===== src/rtl/spi_rr_arbiter.sv =====
// Round-robin arbiter and transfer sequencer sharing one SPI master among NUM_REQ requesters.
// Latches the winner's byte, launches one transfer, then reports done or err back to the owner.
module spi_rr_arbiter #(
  parameter int NUM_REQ = 4,
  parameter int DATA_W  = 8,
  parameter int TIMEOUT = 64
) (
  input  logic                      spi_clk,
  input  logic                      reset,
  input  logic [NUM_REQ-1:0]        req,
  input  logic [NUM_REQ*DATA_W-1:0] req_data,
  output logic [NUM_REQ-1:0]        grant,
  output logic [NUM_REQ-1:0]        done,
  output logic                      err,
  output logic [DATA_W-1:0]         m_data,
  output logic                      m_start,
  input  logic                      m_busy,
  input  logic                      m_valid
);

  localparam int IDX_W = $clog2(NUM_REQ);
  localparam int CNT_W = $clog2(TIMEOUT);
  // Counter reads k in the k-th cycle after m_start; err lands in cycle TIMEOUT-1.
  localparam logic [CNT_W-1:0] CNT_LAST = CNT_W'(TIMEOUT - 2);

  typedef enum logic [2:0] {
    S_IDLE,
    S_START,
    S_WAIT_BUSY,
    S_XFER,
    S_DONE
  } state_t;

  state_t             r_state;
  logic [NUM_REQ-1:0] r_grant;
  logic [NUM_REQ-1:0] r_done;
  logic               r_err;
  logic               r_start;
  logic [DATA_W-1:0]  r_data;
  logic [IDX_W-1:0]   r_ptr;
  logic [IDX_W-1:0]   r_owner;
  logic [CNT_W-1:0]   r_cnt;
  logic               r_valid_seen;

  logic [IDX_W-1:0]   w_win;
  logic               w_any;

  // Scan from the farthest candidate down so the first set bit after r_ptr is the last one written.
  // NOTE: every always_comb output gets a default before any conditional assignment, so no latch is inferred.
  always_comb begin
    w_win = '0;
    w_any = |req;
    for (int k = NUM_REQ; k >= 1; k--) begin
      if (req[(int'(r_ptr) + k) % NUM_REQ]) begin
        w_win = IDX_W'((int'(r_ptr) + k) % NUM_REQ);
      end
    end
  end

  // NOTE: state is updated with non-blocking assignments so every register sees pre-edge values.
  always_ff @(posedge spi_clk or posedge reset) begin
    if (reset) begin
      r_state      <= S_IDLE;
      r_grant      <= '0;
      r_done       <= '0;
      r_err        <= 1'b0;
      r_start      <= 1'b0;
      r_data       <= '0;
      r_ptr        <= IDX_W'(NUM_REQ - 1);
      r_owner      <= '0;
      r_cnt        <= '0;
      r_valid_seen <= 1'b0;
    end else begin
      r_done  <= '0;
      r_err   <= 1'b0;
      r_start <= 1'b0;
      case (r_state)
        S_IDLE: begin
          if (w_any) begin
            r_owner      <= w_win;
            r_grant      <= NUM_REQ'(1) << w_win;
            r_data       <= req_data[int'(w_win)*DATA_W +: DATA_W];
            r_start      <= 1'b1;
            r_cnt        <= '0;
            r_valid_seen <= 1'b0;
            r_state      <= S_START;
          end
        end
        S_START: begin
          r_cnt   <= r_cnt + 1'b1;
          r_state <= S_WAIT_BUSY;
        end
        S_WAIT_BUSY: begin
          if (r_cnt == CNT_LAST) begin
            r_err   <= 1'b1;
            r_state <= S_DONE;
          end else begin
            r_cnt <= r_cnt + 1'b1;
            if (m_busy) r_state <= S_XFER;
          end
        end
        S_XFER: begin
          r_valid_seen <= r_valid_seen | m_valid;
          // A finishing transfer wins over a timeout landing on the same edge.
          if (!m_busy) begin
            if (r_valid_seen || m_valid) r_done <= r_grant;
            else                         r_err  <= 1'b1;
            r_state <= S_DONE;
          end else if (r_cnt == CNT_LAST) begin
            r_err   <= 1'b1;
            r_state <= S_DONE;
          end else begin
            r_cnt <= r_cnt + 1'b1;
          end
        end
        S_DONE: begin
          r_grant <= '0;
          r_ptr   <= r_owner;
          r_state <= S_IDLE;
        end
        default: r_state <= S_IDLE;
      endcase
    end
  end

  assign grant   = r_grant;
  assign done    = r_done;
  assign err     = r_err;
  assign m_data  = r_data;
  assign m_start = r_start;

endmodule

===== config.mk =====
export PLATFORM = sky130hd
export DESIGN_NAME = spi_rr_arbiter
export DESIGN_NICKNAME = d
export VERILOG_FILES = /design/src/rtl/spi_rr_arbiter.sv
export SDC_FILE = /design/constraint.sdc
export NUM_CORES = 1
export LEC_CHECK = 0
export ABC_AREA = 1
export BUFFER_PORTS_ARGS = -buffer_cell sky130_fd_sc_hd__buf_2
export CAP_MARGIN = 20
export CORE_ASPECT_RATIO = 1.5
export CORE_MARGIN = 2
export CORE_UTILIZATION = 46
export DETAILED_ROUTE_END_ITERATION = 12
export PLACE_DENSITY = 0.84
export SLEW_MARGIN = 30
export SYNTH_ARGS = -nofsm -noshare
export SYNTH_HDL_FRONTEND = slang
export SYNTH_SLANG_ARGS = --single-unit

===== constraint.sdc =====
create_clock -name spi_clk -period 4.15 [get_ports spi_clk]
set_input_delay 0.6225 -clock spi_clk [delete_from_list [all_inputs] [get_ports spi_clk]]
set_output_delay 0.6225 -clock spi_clk [all_outputs]
set_load 0.01 [all_outputs]

== Yosys cells after proc, flatten, opt, wreduce, memory -nomap -nowiden ==
Cells that the tools add are included.
Widths: inputs -> output; s select.

* Register bits: 32
* Latch bits: 0
* RAM bits: 0
* Bits in read-only memories: 0
* Bits of input ports: 40
* Output and inout bits: 18
* Memories kept: 0

* Add/sub/neg operators: 5
* $mul: 0
* Div/mod/pow operators: 0
* Magnitude comparators: 4
* Eq/ne operators: 9
* Shift-type cells: 2
* Muxes and demuxes: 39
* Bitwise operators: 5
* Reduce and logical (&&, ||, !) cells: 15

{| class="wikitable"
|+ Operators by type and width
! kind !! number
|-
| $shiftx 32x6->8 || 1
|-
| $pmux 6 s4 || 1
|-
| $mux 6 || 3
|-
| $lt 3x4->1 const B || 4
|-
| $mux 4 || 4
|-
| $mux 3 || 5
|-
| $mux 1 || 14
|-
| $pmux 3 s4 || 1
|-
| $bmux 1 s2 || 4
|-
| $mux 2 || 4
|-
| $pmux 4 s2 || 1
|-
| $reduce_or 2->1 || 4
|-
| $add 6x1->6 const B || 1
|-
| $eq 3x2->1 const B || 2
|-
| $eq 6x6->1 const B || 1
|-
| $ne 3x3->1 const B || 2
|-
| $reduce_and 2->1 || 3
|-
| $reduce_and 3->1 || 2
|-
| $add 2x1->2 const B || 2
|-
| $add 2x2->2 const B || 2
|-
| $and 1x1->1 const A || 4
|-
| $ne 2x2->1 const B || 2
|-
| $pmux 1 s2 || 2
|-
| $reduce_bool 2->1 || 2
|-
| 8 further kinds || 8
|}

== Depth between registers and ports, before layout ==
Gate-level depths: netlist of run 1.

* Word-level depth: 13
* Mapped depth: 17
* Mapped depth without buffers: 15

== Least setup slack after synthesis of run 1 ==
No wires, ideal clock.

* Path kind: input -> register
* Start point: input req[3]
* End point: register r_data[6] (netlist: m_data[6])
* Library setup time: 0.117 ns
* Arrival: 1.666 ns
* Path slack: 2.367 ns
* Cell stages on the path: 13
* Cell sequence: inv_1 > nand2_1 > nand3_1 > nand2_1 > inv_1 > nand2_4 > nand3_4 > buf_2 > nand3b_1 > nand3_1 > nand2_1 > nand2_1 > nand2_1

* Cells in the longest elaborated chain, start to end: 8
* Elaborated cells between the ends (all ways): 19
* Classes of those cells: 1 x shift; 16 x mux; 2 x reduce/logical

{| class="wikitable"
|+ Ends and longest elaborated chain
! element !! line !! source
|-
| start: declaration || 10 || <nowiki>input logic [NUM_REQ-1:0] req,</nowiki>
|-
| $bmux 1 s2 || 54 || <nowiki>if (req[(int'(r_ptr) + k) % NUM_REQ]) begin</nowiki>
|-
| $mux 1 (not written as such) (2 in series) || 54 ||
|-
| $mux 2 (4 in series) || 54 ||
|-
| $shiftx 32x6->8 || 82 || <nowiki>r_data <= req_data[int'(w_win)*DATA_W +: DATA_W];</nowiki>
|-
| end signal: assignment || 82 ||
|-
| end: declaration || 39 || <nowiki>logic [DATA_W-1:0] r_data;</nowiki>
|}

Several ways; a longest one is shown, not always the timed one. The select of a mux whose other input is x is not followed.
A chain may end at the register's enable or synchronous reset.

== Final worst setup path of run 1 ==
* Start point: register r_ptr[0]
* End point: register r_data[6] (netlist: m_data[6])

* Cells in the longest elaborated chain, start to end: 9
* Elaborated cells between the ends (all ways): 21
* Classes of those cells: 4 x add/sub; 1 x shift; 16 x mux

{| class="wikitable"
|+ Ends and longest elaborated chain
! element !! line !! source
|-
| start: declaration || 40 || <nowiki>logic [IDX_W-1:0] r_ptr;</nowiki>
|-
| start signal: assignment || 69 || <nowiki>r_ptr <= IDX_W'(NUM_REQ - 1);</nowiki>
|-
| start signal: assignment || 118 || <nowiki>r_ptr <= r_owner;</nowiki>
|-
| $add 2x1->2 || 54, 55 ||
|-
| $bmux 1 s2 || 54 ||
|-
| $mux 1 (not written as such) (2 in series) || 54 ||
|-
| $mux 2 (3 in series) || 54 ||
|-
| $mux 2 (*) || 54 ||
|-
| $shiftx 32x6->8 (*) || 82 ||
|}

Every way passes the cells marked *; elsewhere a longest branch is shown, timed or not. The select of a mux whose other input is x is not followed.

==> metrics.txt, run 1 <==
# TYPE chip_impl_metric gauge
chip_impl_info{name="result_of_the_run",value="finished clean"} 1
chip_impl_metric{name="core_area",unit="um2"} 4209
chip_impl_metric{name="antenna_violations_before_repair",unit=""} 0
chip_impl_metric{name="report.final.slew_viol_count",unit=""} 0
chip_impl_info{name="setup_repair_after_global_routing_missed_its_margin",value="no"} 1
chip_impl_metric{name="yosysWarnings",unit=""} 0
chip_impl_metric{name="netSwitchingPower",unit="uW"} 989.1
chip_impl_metric{name="grt_pass1_vias",unit=""} 1864
chip_impl_metric{name="detail_route.iter0.violations",unit=""} 58
chip_impl_metric{name="grt_overall_usage",unit="%"} 19.89
chip_impl_info{name="cp_top_family",value="simple AND/OR/NAND/NOR gates"} 1
chip_impl_metric{name="htreeDepth",unit=""} 2
chip_impl_metric{name="fmaxAchievable",unit="MHz"} 480.6
chip_impl_metric{name="synth_seq_cells",unit=""} 32
chip_impl_metric{name="power_density",unit="nW/um2"} 824.7
chip_impl_metric{name="tritoncts.num_buffers",unit=""} 5
chip_impl_metric{name="placed_cell_area",unit="um2"} 2285
chip_impl_metric{name="worstPathArrival",unit="ps"} 2250
chip_impl_metric{name="number_of_hold_buffers_added_after_cts",unit=""} 0
chip_impl_metric{name="post_cts.resized_instances",unit=""} 0
chip_impl_info{name="dominantRegCellSynth",value="sky130_fd_sc_hd__dfrtp_1"} 1
chip_impl_metric{name="cts.sink_count",unit=""} 32
chip_impl_metric{name="synth_sequential_area_ratio",unit="%"} 40.35
chip_impl_metric{name="first_pass_grt_wire_length",unit="um"} 7686
chip_impl_metric{name="worstPathMaxFanout",unit=""} 18
chip_impl_metric{name="final_non_filler_cell_area",unit="um2"} 2385
chip_impl_metric{name="ant_nets",unit=""} 0
chip_impl_metric{name="initial_core_util",unit="%"} 47.29
chip_impl_metric{name="wire_per_inst",unit="um"} 11.90
chip_impl_metric{name="share_of_final_layout_standard_cells_stronger_than_drive_strength_1",unit="%"} 29.73
chip_impl_metric{name="grt_overflow_total",unit=""} 0
chip_impl_metric{name="drv_cap",unit=""} 0
chip_impl_metric{name="post_synth_num_cell_types",unit=""} 31
chip_impl_metric{name="placedCellCount",unit=""} 371
chip_impl_metric{name="dieArea",unit="um2"} 4881
chip_impl_metric{name="ir_worst_vdd",unit="V"} 0.0005483
chip_impl_info{name="setup.worst_path.end_class",value="flip-flop"} 1
chip_impl_metric{name="p_clk_share",unit="%"} 13.0
chip_impl_metric{name="power_frac_comb",unit="%"} 60.2
chip_impl_metric{name="worst_ep_required_time",unit="ps"} 4310
chip_impl_metric{name="firstDrtPassIters",unit=""} 5
chip_impl_metric{name="route.detailed.drc",unit=""} 0
chip_impl_metric{name="die_h",unit="um"} 84.57
chip_impl_metric{name="die-width",unit="um"} 57.71
chip_impl_metric{name="via_per_inst",unit=""} 5.082
chip_impl_info{name="critical-path-slowest-cell",value="sky130_fd_sc_hd__dfstp_2"} 1
chip_impl_metric{name="cts.path.max_buffers",unit=""} 2
chip_impl_info{name="critPathMostFrequentCell",value="sky130_fd_sc_hd__nand2_1"} 1
chip_impl_metric{name="finalSetupTns",unit="ps"} 0
chip_impl_info{name="worst_hold_path_type",value="input port to asynchronous set/reset pin"} 1
chip_impl_metric{name="num_antenna_cells",unit=""} 0
chip_impl_metric{name="via_count",unit=""} 1926
chip_impl_metric{name="timing.slew.headroom",unit="%"} 73.40
chip_impl_info{name="clockRootBuffer",value="sky130_fd_sc_hd__clkbuf_8"} 1
chip_impl_metric{name="syn-instance-count",unit=""} 274
chip_impl_info{name="critical_path.startpoint_type",value="flip-flop"} 1
chip_impl_metric{name="final_setup_violations",unit=""} 0
chip_impl_info{name="mostFrequentLayoutCell",value="sky130_fd_sc_hd__nand2_1"} 1
chip_impl_metric{name="clock_latency",unit="ps"} 280
chip_impl_metric{name="synth_edf_count",unit=""} 0
chip_impl_info{name="crit_type",value="flip-flop to flip-flop"} 1
chip_impl_metric{name="synth.cell_area",unit="um2"} 1991
chip_impl_info{name="path_cells",value="inv_8 -> nand2_2 -> nand3_1 -> nand2_1 -> inv_1 -> nand2_4 -> nand3_4 -> nand2_4 -> nand2_1 -> nand3_1 -> nand2_1 -> nand2_1 -> nand2_1"} 1
chip_impl_metric{name="critical_path.max_stage_delay",unit="ps"} 650
chip_impl_metric{name="synth_nets",unit=""} 316
chip_impl_info{name="tritoncts",value="yes"} 1
chip_impl_metric{name="post_cts_setup_buffers",unit=""} 0
chip_impl_metric{name="worst_clock_skew",unit="ps"} 3.642
chip_impl_metric{name="period_minus_slack",unit="ps"} 2081
chip_impl_metric{name="port_buffers",unit=""} 57
chip_impl_metric{name="worst_slew_pin_slew",unit="ps"} 398.5
chip_impl_metric{name="area.growth.synth_to_final",unit="%"} 19.80
chip_impl_metric{name="timing.final.crit_share",unit="%"} 50.14
chip_impl_metric{name="routed_wirelength",unit="um"} 4509
chip_impl_metric{name="p_leak",unit="uW"} 0.001340
chip_impl_info{name="layout_common_cells",value="sky130_fd_sc_hd__nand2_1, sky130_fd_sc_hd__buf_2, sky130_fd_sc_hd__dfrtp_1, sky130_fd_sc_hd__inv_1, sky130_fd_sc_hd__nand3_1"} 1
chip_impl_metric{name="dpl.hpwl",unit="um"} 3488
chip_impl_metric{name="fillCellCount",unit=""} 404
chip_impl_metric{name="synth-async-reset-ratio",unit="%"} 100.0
chip_impl_metric{name="boundaryPins",unit=""} 58
chip_impl_metric{name="clkSlewWorstSetupHoldPaths",unit="ps"} 60
chip_impl_metric{name="netSwitchingFraction",unit="%"} 50.29
chip_impl_metric{name="finalNetCount",unit=""} 374
chip_impl_metric{name="globalplace.congestion",unit=""} 0.9256
chip_impl_metric{name="power.sequential.fraction",unit="%"} 26.8
chip_impl_metric{name="post_synth.cell_area_avg",unit="um2"} 7.265
chip_impl_metric{name="timing.final.hold_violations",unit=""} 0
chip_impl_metric{name="grt_start_max_net_pins",unit=""} 33
chip_impl_metric{name="final_cells",unit=""} 379
chip_impl_metric{name="p_int",unit="uW"} 977.7
chip_impl_metric{name="placementRows",unit=""} 29
chip_impl_metric{name="crit_buf_inv",unit=""} 2
per-layer routing:
layer | share of wire (%) | global-route usage (%)
met1 | 42 | 22.93
met2 | 52 | 35.33
met3 | 4.5 | 3.852
met4 | 1.6 | 7.611
met5 | 0 | 0
logic make-up after synthesis:
family,share of synthesized area (%)
XOR/XNOR,0.4401
AO/OA/AOI/OAI,7.292
AND/OR/NAND/NOR,40.73
flip-flops,40.35
adder cells (fa/ha/maj),1.257
buffers and inverters,9.930
power groups by stage:
stage,Clock [uW],Combinational [uW],Sequential [uW]
finish,255,1180,528
global route,277,1340,541
CTS,262,1180,529
detailed placement,0,1170,532
global placement,0,1140,532
floorplan,0,948,536
sequential cells by signal, indices dropped and copies added, names as in the netlist:
| name | flops |
|---|---|
| m_data | 8 |
| m_start | 1 |
| r_ptr | 2 |
| grant | 4 |
| r_cnt | 6 |
| err | 1 |
| r_valid_seen | 1 |
| r_state | 3 |
| r_owner | 2 |
| done | 4 |
Yosys cell counts, types with 2 or more instances:
cell / instances / area [um2]
sky130_fd_sc_hd__nor2_1: 13 / 48.80
sky130_fd_sc_hd__o21ai_0: 12 / 60.06
sky130_fd_sc_hd__nand2_4: 3 / 33.78
sky130_fd_sc_hd__nand2_2: 15 / 93.84
sky130_fd_sc_hd__nand3b_1: 8 / 60.06
sky130_fd_sc_hd__nand3_1: 24 / 120.1
sky130_fd_sc_hd__ha_1: 2 / 25.02
sky130_fd_sc_hd__buf_2: 3 / 15.01
sky130_fd_sc_hd__inv_2: 5 / 18.77
sky130_fd_sc_hd__a21oi_1: 4 / 20.02
sky130_fd_sc_hd__dfrtp_1: 30 / 750.7
sky130_fd_sc_hd__inv_1: 28 / 105.1
sky130_fd_sc_hd__nor2_2: 2 / 12.51
sky130_fd_sc_hd__dfstp_2: 2 / 52.55
sky130_fd_sc_hd__buf_4: 2 / 15.01
sky130_fd_sc_hd__nand4_1: 2 / 12.51
sky130_fd_sc_hd__nand2_1: 96 / 360.4
sky130_fd_sc_hd__nor3_1: 6 / 30.03
sky130_fd_sc_hd__o22ai_1: 5 / 31.28
worst reg2reg max path: stages (launching register included):
cell                      delay, ps
sky130_fd_sc_hd__dfstp_2        650
sky130_fd_sc_hd__inv_8           70
sky130_fd_sc_hd__nand2_2         70
sky130_fd_sc_hd__nand3_1        100
sky130_fd_sc_hd__nand2_1        120
sky130_fd_sc_hd__inv_1           80
sky130_fd_sc_hd__nand2_4         70
sky130_fd_sc_hd__nand3_4        190
sky130_fd_sc_hd__nand2_4        260
sky130_fd_sc_hd__nand2_1         80
sky130_fd_sc_hd__nand3_1         70
sky130_fd_sc_hd__nand2_1         70
sky130_fd_sc_hd__nand2_1         70
sky130_fd_sc_hd__nand2_1         60
through the flow:
step	utilization [%]	power [uW]	worst slack [ps]	hold slack, ps
detailed placement	54.28	1702	1999	473.3
floorplan	-	1484	2367	455.5
CTS	56.66	1967	2093	416.9
global placement	54.28	1672	2029	467.2
global route	56.66	2159	1855	434.2
finish	56.66	1967	2069	407.2
worst paths after layout:
kind | start | to | depth (start not counted) | slack (ps)
setup / recovery | r_ptr[0] | m_data[6] | 13 | 2070
max in group asynchronous | reset | r_ptr[0] | 3 | 3430
hold reg to reg | m_data[0] | m_data[0] | 2 | 480
setup reg to reg | r_ptr[0] | m_data[6] | 13 | 2070
hold / removal | reset | m_data[4] | 3 | 410
min in group spi_clk | m_data[0] | m_data[0] | 2 | 480
area by class of cell:
type / count / area [um2] / area share, %
clock buffers: 8 / 100.1 / 4.197
inverters: 35 / 141.4 / 5.929
multi-input cells: 200 / 989.7 / 41.50
flip-flops and latches: 32 / 803.3 / 33.68
well taps: 46 / 57.56 / 2.413
repair buffers: 58 / 292.8 / 12.28
Note: power is estimated with default switching activity, not from simulation.
==> inputs of run 2 (changes only) <==
PLACE_DENSITY = 0.87   (was 0.84)
clock period = 1.9 ns   (was 4.15 ns; I/O delays follow)
==> run 2 against run 1 <==
Compared with the run above:
- the run now ends with negative setup slack left
- first-iteration DRC count shrank 16%
- critical path depth grew 1
- register-to-register slack got worse by 2100 ps
- sequential power rose by 120%
- largest cell class unchanged
- non-clock buffer count rose by 17
- via count up 7.6%
- die area unchanged
==> metrics.txt, run 2 (synthesis gave the netlist of run 1 again) <==
# TYPE chip_impl_metric gauge
chip_impl_metric{name="wire_per_inst",unit="um"} 13.08
chip_impl_metric{name="total_power",unit="uW"} 5096
chip_impl_metric{name="worst_slew_pin_slew",unit="ps"} 400.4
chip_impl_metric{name="power_frac_comb",unit="%"} 66.1
chip_impl_metric{name="detail_route.iter0.violations",unit=""} 49
chip_impl_info{name="layout_common_cells",value="sky130_fd_sc_hd__nand2_1, sky130_fd_sc_hd__buf_2, sky130_fd_sc_hd__dfrtp_1, sky130_fd_sc_hd__inv_1, sky130_fd_sc_hd__nand3_1"} 1
chip_impl_metric{name="drv_cap",unit=""} 0
chip_impl_metric{name="area.growth.synth_to_final",unit="%"} 33.00
chip_impl_metric{name="port_buffers",unit=""} 57
chip_impl_metric{name="worst_ep_required_time",unit="ps"} 2080
chip_impl_info{name="worst_hold_path_type",value="input port to asynchronous set/reset pin"} 1
chip_impl_metric{name="p_int",unit="uW"} 2621
chip_impl_metric{name="worstPathArrival",unit="ps"} 2120
chip_impl_info{name="clockRootBuffer",value="sky130_fd_sc_hd__clkbuf_8"} 1
chip_impl_metric{name="firstDrtPassIters",unit=""} 4
chip_impl_info{name="result_of_the_run",value="finished, violations left"} 1
chip_impl_metric{name="ant_nets",unit=""} 0
chip_impl_metric{name="p_leak",unit="uW"} 0.001457
chip_impl_metric{name="cts.sink_count",unit=""} 32
chip_impl_metric{name="period_minus_slack",unit="ps"} 1938
chip_impl_metric{name="power.sequential.fraction",unit="%"} 22.9
chip_impl_metric{name="post-route-worst-setup-slack",unit="ps"} -37.60
chip_impl_info{name="mostFrequentLayoutCell",value="sky130_fd_sc_hd__nand2_1"} 1
chip_impl_metric{name="report.final.slew_viol_count",unit=""} 0
chip_impl_info{name="failed_checks",value="negative setup slack"} 1
chip_impl_metric{name="share_of_final_layout_standard_cells_stronger_than_drive_strength_1",unit="%"} 36.18
chip_impl_metric{name="fmaxAchievable",unit="MHz"} 516.1
chip_impl_metric{name="grt_overall_usage",unit="%"} 19.11
chip_impl_metric{name="clkSlewWorstSetupHoldPaths",unit="ps"} 60
chip_impl_metric{name="first_pass_grt_wire_length",unit="um"} 7417
chip_impl_metric{name="worstPathMaxFanout",unit=""} 8
chip_impl_metric{name="tritoncts.num_buffers",unit=""} 5
chip_impl_metric{name="die_h",unit="um"} 84.57
chip_impl_metric{name="core_area",unit="um2"} 4209
chip_impl_metric{name="cts.path.max_buffers",unit=""} 2
chip_impl_metric{name="via_per_inst",unit=""} 5.219
chip_impl_metric{name="antenna_violations_before_repair",unit=""} 0
chip_impl_metric{name="globalplace.congestion",unit=""} 0.8350
chip_impl_metric{name="route.detailed.drc",unit=""} 0
chip_impl_info{name="critical_path.startpoint_type",value="flip-flop"} 1
chip_impl_metric{name="number_of_hold_buffers_added_after_cts",unit=""} 0
chip_impl_metric{name="grt_pass1_vias",unit=""} 1799
chip_impl_metric{name="placementRows",unit=""} 29
chip_impl_metric{name="power_density",unit="nW/um2"} 1925
chip_impl_metric{name="routed_wirelength",unit="um"} 5194
chip_impl_metric{name="timing.final.hold_violations",unit=""} 0
chip_impl_metric{name="die-width",unit="um"} 57.71
chip_impl_metric{name="via_count",unit=""} 2072
chip_impl_metric{name="netSwitchingFraction",unit="%"} 48.58
chip_impl_metric{name="initial_core_util",unit="%"} 47.29
chip_impl_metric{name="dieArea",unit="um2"} 4881
chip_impl_metric{name="num_antenna_cells",unit=""} 0
chip_impl_metric{name="timing.slew.headroom",unit="%"} 73.31
chip_impl_metric{name="grt_start_max_net_pins",unit=""} 33
chip_impl_metric{name="htreeDepth",unit=""} 2
chip_impl_metric{name="largest_reg_flops",unit=""} 8
chip_impl_metric{name="grt_overflow_total",unit=""} 0
chip_impl_info{name="setup_repair_after_global_routing_missed_its_margin",value="yes"} 1
chip_impl_metric{name="worst_clock_skew",unit="ps"} 5.783
chip_impl_metric{name="place_ws",unit="ps"} 10.69
chip_impl_metric{name="boundaryPins",unit=""} 58
chip_impl_metric{name="netSwitchingPower",unit="uW"} 2475
chip_impl_info{name="setup.worst_path.end_class",value="flip-flop"} 1
chip_impl_metric{name="final_setup_violations",unit=""} 7
chip_impl_metric{name="p_clk_share",unit="%"} 11.1
chip_impl_metric{name="finalNetCount",unit=""} 393
chip_impl_metric{name="clock_latency",unit="ps"} 290
chip_impl_metric{name="timing.final.crit_share",unit="%"} 102.0
chip_impl_metric{name="dpl.hpwl",unit="um"} 3280
chip_impl_info{name="crit_type",value="flip-flop to flip-flop"} 1
chip_impl_metric{name="finalSetupTns",unit="ps"} -149.5
chip_impl_info{name="tritoncts",value="yes"} 1
chip_impl_metric{name="ir_worst_vdd",unit="V"} 0.001203
-- run 2: cell count changes in the layout (fill, tap and decap cells not counted), moves of 2 or more --
cell,previous run,this run
sky130_fd_sc_hd__nand2_4,3,6
sky130_fd_sc_hd__nand3_2,0,4
sky130_fd_sc_hd__nand3_1,24,21
sky130_fd_sc_hd__buf_4,1,12
sky130_fd_sc_hd__nand2_1,96,93
sky130_fd_sc_hd__buf_6,0,2
sky130_fd_sc_hd__inv_1,28,25
sky130_fd_sc_hd__buf_12,0,2
-- run 2: per-stage QoR --
step	utilization (%)	instances	cell area, um2	hold WS [ps]
after global routing	62.90	397	2648	125.4
final	62.90	397	2648	66.23
after CTS	57.76	383	2431	79.09
after global placement	55.47	376	2335	374.0
after floorplan	-	274	1991	399.7
after detailed placement	55.47	376	2335	386.8
-- run 2: path summary, 6_finish.rpt --
path | to | slack (ps) | startpoint | cells past startpoint
max | m_data[1] | -40 | r_ptr[0] | 14
min | r_cnt[3] | 70 | reset | 3
max reg2reg | m_data[1] | -40 | r_ptr[0] | 14
min reg2reg | m_data[3] | 500 | m_data[3] | 2
max in group asynchronous | r_ptr[0] | 1500 | reset | 3
min in group spi_clk | r_valid_seen | 270 | m_valid | 3
-- run 2: metal layers --
layer,global-route usage (%),vias to the layer above,wire [um]
met1,21.24,958,1950
met2,34.19,69,2814
met4,8.668,0,177
met5,0,-,0
li1,-,1025,-
met3,3.544,20,251
-- run 2: power groups by stage --
stage / Combinational, uW / Sequential (uW) / Clock, uW
final: 3370 / 1160 / 564
after global routing: 3710 / 1190 / 599
after CTS: 2680 / 1150 / 562
after detailed placement: 2660 / 1160 / 0
after global placement: 2580 / 1160 / 0
after floorplan: 2070 / 1170 / 0
-- run 2: what timing repair did --
action	in CTS	in global routing
setup buffers	0	11
gates resized for setup	0	23
pin swaps	0	3
endpoints found under the setup margin	1	14
gates cloned	0	3
-- run 2: critical path, stage by stage, from the launching register on --
cell and delay, ps:
sky130_fd_sc_hd__dfstp_2 660, sky130_fd_sc_hd__nand2_1 110, sky130_fd_sc_hd__nand2_2 100, sky130_fd_sc_hd__nand2_2 50, sky130_fd_sc_hd__nand2_2 100, sky130_fd_sc_hd__inv_2 50, sky130_fd_sc_hd__nand2_4 70, sky130_fd_sc_hd__nand3_4 150
sky130_fd_sc_hd__buf_8 180, sky130_fd_sc_hd__nand3_1 70, sky130_fd_sc_hd__nand2_1 50, sky130_fd_sc_hd__nand2_1 50, sky130_fd_sc_hd__nand2_1 50, sky130_fd_sc_hd__nand2_1 70, sky130_fd_sc_hd__nand2_1 60
-- run 2: final cells by class --
| cell class | count | area (um2) |
|---|---|---|
| Clock buffer | 7 | 96.34 |
| Fill cell | 364 | 1562 |
| Inverter | 35 | 147.6 |
| Multi-Input combinational cell | 202 | 1065 |
| Sequential cell | 32 | 803.3 |
| Tap cell | 46 | 57.56 |
| Timing Repair Buffer | 75 | 478.0 |
==> inputs of run 3 (changes only) <==
ABC_AREA = default   (was 1)
PLACE_DENSITY = 0.86   (was 0.87)
clock period = 2.37 ns   (was 1.9 ns; I/O delays follow)
==> run 3 against run 2 <==
Compared with the run above:
- the flow now finishes without violations
- largest power group unchanged
- critical path depth is 9 lower
- count of clock-buffer cells in the layout is 2 lower
- sequential power is 20% lower
- design area is 20% lower
- global-route usage is 2.0 points higher
- first-iteration DRC count is 22% lower
- routed wire length is 26% lower
- largest cell class unchanged
- maximum frequency is 2.5% lower
- area after synthesis is 15% lower
- register-to-register slack better by 420 ps
- die area is 14% lower
- sequential share of layout area is 7.5 points higher
==> metrics.txt, run 3 <==
# TYPE chip_impl_metric gauge
chip_impl_info{name="timing.rr.start",value="r_ptr[0]"} 1
chip_impl_metric{name="netSwitchingPower",unit="uW"} 925.7
chip_impl_metric{name="timing.final.crit_share",unit="%"} 83.84
chip_impl_info{name="tritoncts",value="yes"} 1
chip_impl_metric{name="first_pass_grt_wire_length",unit="um"} 6568
chip_impl_metric{name="fmaxAchievable",unit="MHz"} 503.3
chip_impl_metric{name="via_per_inst",unit=""} 5.535
chip_impl_metric{name="clock_latency",unit="ps"} 290
chip_impl_metric{name="post_synth_num_cell_types",unit=""} 46
chip_impl_metric{name="timing.slew.headroom",unit="%"} 60.14
chip_impl_info{name="setup.worst_path.end_class",value="flip-flop"} 1
chip_impl_metric{name="utilization",unit="%"} 59.26
chip_impl_metric{name="worstSetupPathDepth",unit=""} 5
chip_impl_metric{name="yosysWarnings",unit=""} 0
chip_impl_metric{name="die-width",unit="um"} 53.50
chip_impl_metric{name="grt_pass1_vias",unit=""} 1454
chip_impl_metric{name="htreeDepth",unit=""} 2
chip_impl_metric{name="post_synth.cell_area_avg",unit="um2"} 10.18
chip_impl_metric{name="placedCellCount",unit=""} 263
chip_impl_metric{name="die_h",unit="um"} 78.25
chip_impl_metric{name="port_buffers",unit=""} 57
chip_impl_metric{name="finalNetCount",unit=""} 269
chip_impl_metric{name="worst_slew_pin_slew",unit="ps"} 597.9
chip_impl_metric{name="antenna_violations_before_repair",unit=""} 0
chip_impl_info{name="worst_hold_path_type",value="input port to asynchronous set/reset pin"} 1
chip_impl_metric{name="dpl.hpwl",unit="um"} 2896
chip_impl_metric{name="tritoncts.num_buffers",unit=""} 5
chip_impl_metric{name="post_cts.resized_instances",unit=""} 0
chip_impl_metric{name="power_frac_comb",unit="%"} 39.8
chip_impl_metric{name="ant_nets",unit=""} 0
chip_impl_info{name="dominantRegCellSynth",value="sky130_fd_sc_hd__dfrtp_1"} 1
chip_impl_info{name="mostFrequentLayoutCell",value="sky130_fd_sc_hd__buf_2"} 1
chip_impl_metric{name="report.final.slew_viol_count",unit=""} 0
chip_impl_info{name="setup_repair_after_global_routing_missed_its_margin",value="no"} 1
chip_impl_metric{name="placementRows",unit=""} 27
chip_impl_metric{name="area.growth.synth_to_final",unit="%"} 25.54
chip_impl_info{name="critical_path.startpoint_type",value="flip-flop"} 1
chip_impl_metric{name="synth.cell_area",unit="um2"} 1690
chip_impl_metric{name="power_density",unit="nW/um2"} 1131
chip_impl_metric{name="cts.sink_count",unit=""} 32
chip_impl_metric{name="globalplace.congestion",unit=""} 0.7920
chip_impl_metric{name="synth_nets",unit=""} 208
chip_impl_metric{name="p_leak",unit="uW"} 0.001032
chip_impl_info{name="crit_type",value="flip-flop to flip-flop"} 1
chip_impl_metric{name="worstPathMaxFanout",unit=""} 11
chip_impl_metric{name="worstRegToRegCells",unit=""} 5
chip_impl_info{name="ys_top_cells_by_area",value="sky130_fd_sc_hd__dfrtp_1, sky130_fd_sc_hd__and2_1, sky130_fd_sc_hd__mux2i_1"} 1
chip_impl_metric{name="timing.final.hold_violations",unit=""} 0
chip_impl_info{name="worstSetupStartpoint",value="r_ptr[0]"} 1
chip_impl_info{name="critical-path-slowest-cell",value="sky130_fd_sc_hd__and3_1"} 1
chip_impl_metric{name="grt_overall_usage",unit="%"} 21.13
chip_impl_metric{name="final_setup_violations",unit=""} 0
chip_impl_metric{name="share_of_final_layout_standard_cells_stronger_than_drive_strength_1",unit="%"} 35.09
chip_impl_metric{name="period_minus_slack",unit="ps"} 1987
chip_impl_info{name="layout_common_cells",value="sky130_fd_sc_hd__buf_2, sky130_fd_sc_hd__dfrtp_1, sky130_fd_sc_hd__nor2_1, sky130_fd_sc_hd__and2_1"} 1
chip_impl_info{name="post-synth-top-count-cell",value="sky130_fd_sc_hd__dfrtp_1"} 1
chip_impl_metric{name="dieArea",unit="um2"} 4186
chip_impl_info{name="cp_top_family",value="simple AND/OR/NAND/NOR gates"} 1
chip_impl_metric{name="firstDrtPassIters",unit=""} 4
chip_impl_metric{name="worst_ep_required_time",unit="ps"} 2560
chip_impl_info{name="post_synth_most_frequent_cells",value="sky130_fd_sc_hd__dfrtp_1, sky130_fd_sc_hd__nor2_1, sky130_fd_sc_hd__and2_1"} 1
chip_impl_metric{name="worstPathArrival",unit="ps"} 2180
chip_impl_metric{name="synth_sequential_area_ratio",unit="%"} 47.52
chip_impl_metric{name="num_antenna_cells",unit=""} 0
chip_impl_metric{name="number_of_hold_buffers_added_after_cts",unit=""} 0
chip_impl_metric{name="via_count",unit=""} 1500
chip_impl_metric{name="syn-instance-count",unit=""} 166
chip_impl_metric{name="routed_wirelength",unit="um"} 3859
chip_impl_metric{name="wire_per_inst",unit="um"} 14.24
chip_impl_info{name="result_of_the_run",value="finished clean"} 1
chip_impl_metric{name="cts.path.max_buffers",unit=""} 2
chip_impl_metric{name="yosys.area.top_type_share",unit="%"} 44.41
chip_impl_metric{name="grt_start_max_net_pins",unit=""} 33
chip_impl_metric{name="finalSetupTns",unit="ps"} 0
chip_impl_metric{name="critical_path.max_stage_delay",unit="ps"} 570
chip_impl_metric{name="largest_reg_flops",unit=""} 8
chip_impl_metric{name="ir_worst_vdd",unit="V"} 0.0006919
chip_impl_metric{name="netSwitchingFraction",unit="%"} 38.57
chip_impl_metric{name="drv_cap",unit=""} 0
chip_impl_metric{name="p_int",unit="uW"} 1474
chip_impl_metric{name="boundaryPins",unit=""} 58
chip_impl_metric{name="p_clk_share",unit="%"} 21.7
chip_impl_metric{name="whs",unit="ps"} 139.5
chip_impl_metric{name="synth-async-reset-ratio",unit="%"} 100.0
chip_impl_metric{name="final_cells",unit=""} 271
chip_impl_metric{name="clkSlewWorstSetupHoldPaths",unit="ps"} 70
chip_impl_metric{name="route.detailed.drc",unit=""} 0
chip_impl_info{name="path_cells",value="nand2b_1 -> a21bo_2 -> and3_1 -> mux2i_1 -> a211oi_1"} 1
chip_impl_info{name="post-synth-top-area-cell",value="sky130_fd_sc_hd__dfrtp_1"} 1
chip_impl_metric{name="detail_route.iter0.violations",unit=""} 38
chip_impl_info{name="clockRootBuffer",value="sky130_fd_sc_hd__clkbuf_8"} 1
chip_impl_metric{name="power.sequential.fraction",unit="%"} 38.5
chip_impl_metric{name="post_cts_setup_buffers",unit=""} 0
chip_impl_metric{name="grt_overflow_total",unit=""} 0
chip_impl_metric{name="initial_core_util",unit="%"} 47.20
chip_impl_metric{name="worst_clock_skew",unit="ps"} 4.581
chip_impl_metric{name="crit_buf_inv",unit=""} 0
chip_impl_metric{name="core_area",unit="um2"} 3581
chip_impl_metric{name="synth_edf_count",unit=""} 0
chip_impl_metric{name="synth_seq_cells",unit=""} 32
run 3: tightest hold or removal path: stages:
cell and delay, ps:
sky130_fd_sc_hd__buf_2 90, sky130_fd_sc_hd__inv_1 40, sky130_fd_sc_hd__buf_4 360
run 3: power by group through the flow:
| stage | clock (uW) | combinational [uW] | sequential [uW] |
|---|---|---|---|
| 2_1_floorplan | 0 | 657 | 939 |
| 3_3_place_gp | 0 | 930 | 924 |
| 3_5_place_dp | 0 | 964 | 933 |
| 4_1_cts | 530 | 967 | 924 |
| 5_1_grt | 553 | 1080 | 958 |
| 6_report | 520 | 956 | 924 |
run 3: cell type report:
cell class                 count  area, um2
sequential                    32      803.3
tap                           43      53.80
inverter                       6      25.02
clock inverter                 3      42.54
fill                         338       1459
timing repair buffer          59      300.3
clock buffer                   5      68.82
multi-input combinational    123      828.3
run 3: final timing paths:
kind	to	slack, ps
max	m_data[4]	380
min	done[2]	140
max reg2reg	m_data[4]	380
min reg2reg	r_valid_seen	510
max in group asynchronous	r_ptr[0]	1890
min in group spi_clk	r_valid_seen	340
run 3: stage by stage:
stage	setup slack [ps]	area [um2]	power, uW
final	383.0	2122	2400
after global routing	166.5	2122	2588
after CTS	369.4	2122	2421
after detailed placement	378.2	2011	1897
after global placement	468.2	2011	1854
after floorplan	712.0	1690	1596
run 3: cells by family (layout without fill, tap and decap cells):
kind of cell	count (synthesis)	after routing	synth area share, %
AO/OA/AOI/OAI	44	44	18.88
XOR/XNOR	2	2	1.036
adder cells (fa/ha/maj)	2	2	1.480
buffers and inverters	11	73	3.479
flip-flops	32	32	47.52
multiplexers	9	9	5.404
AND/OR/NAND/NOR	66	66	22.21
run 3: metal layers:
layer  vias to the layer above  GRT usage, %  wire length, um
li1                        725             -                -
met1                       713         24.44             1393
met2                        53         35.31             2169
met3                         9         4.943              193
met4                         0         10.26              102
met5                         -             0                0
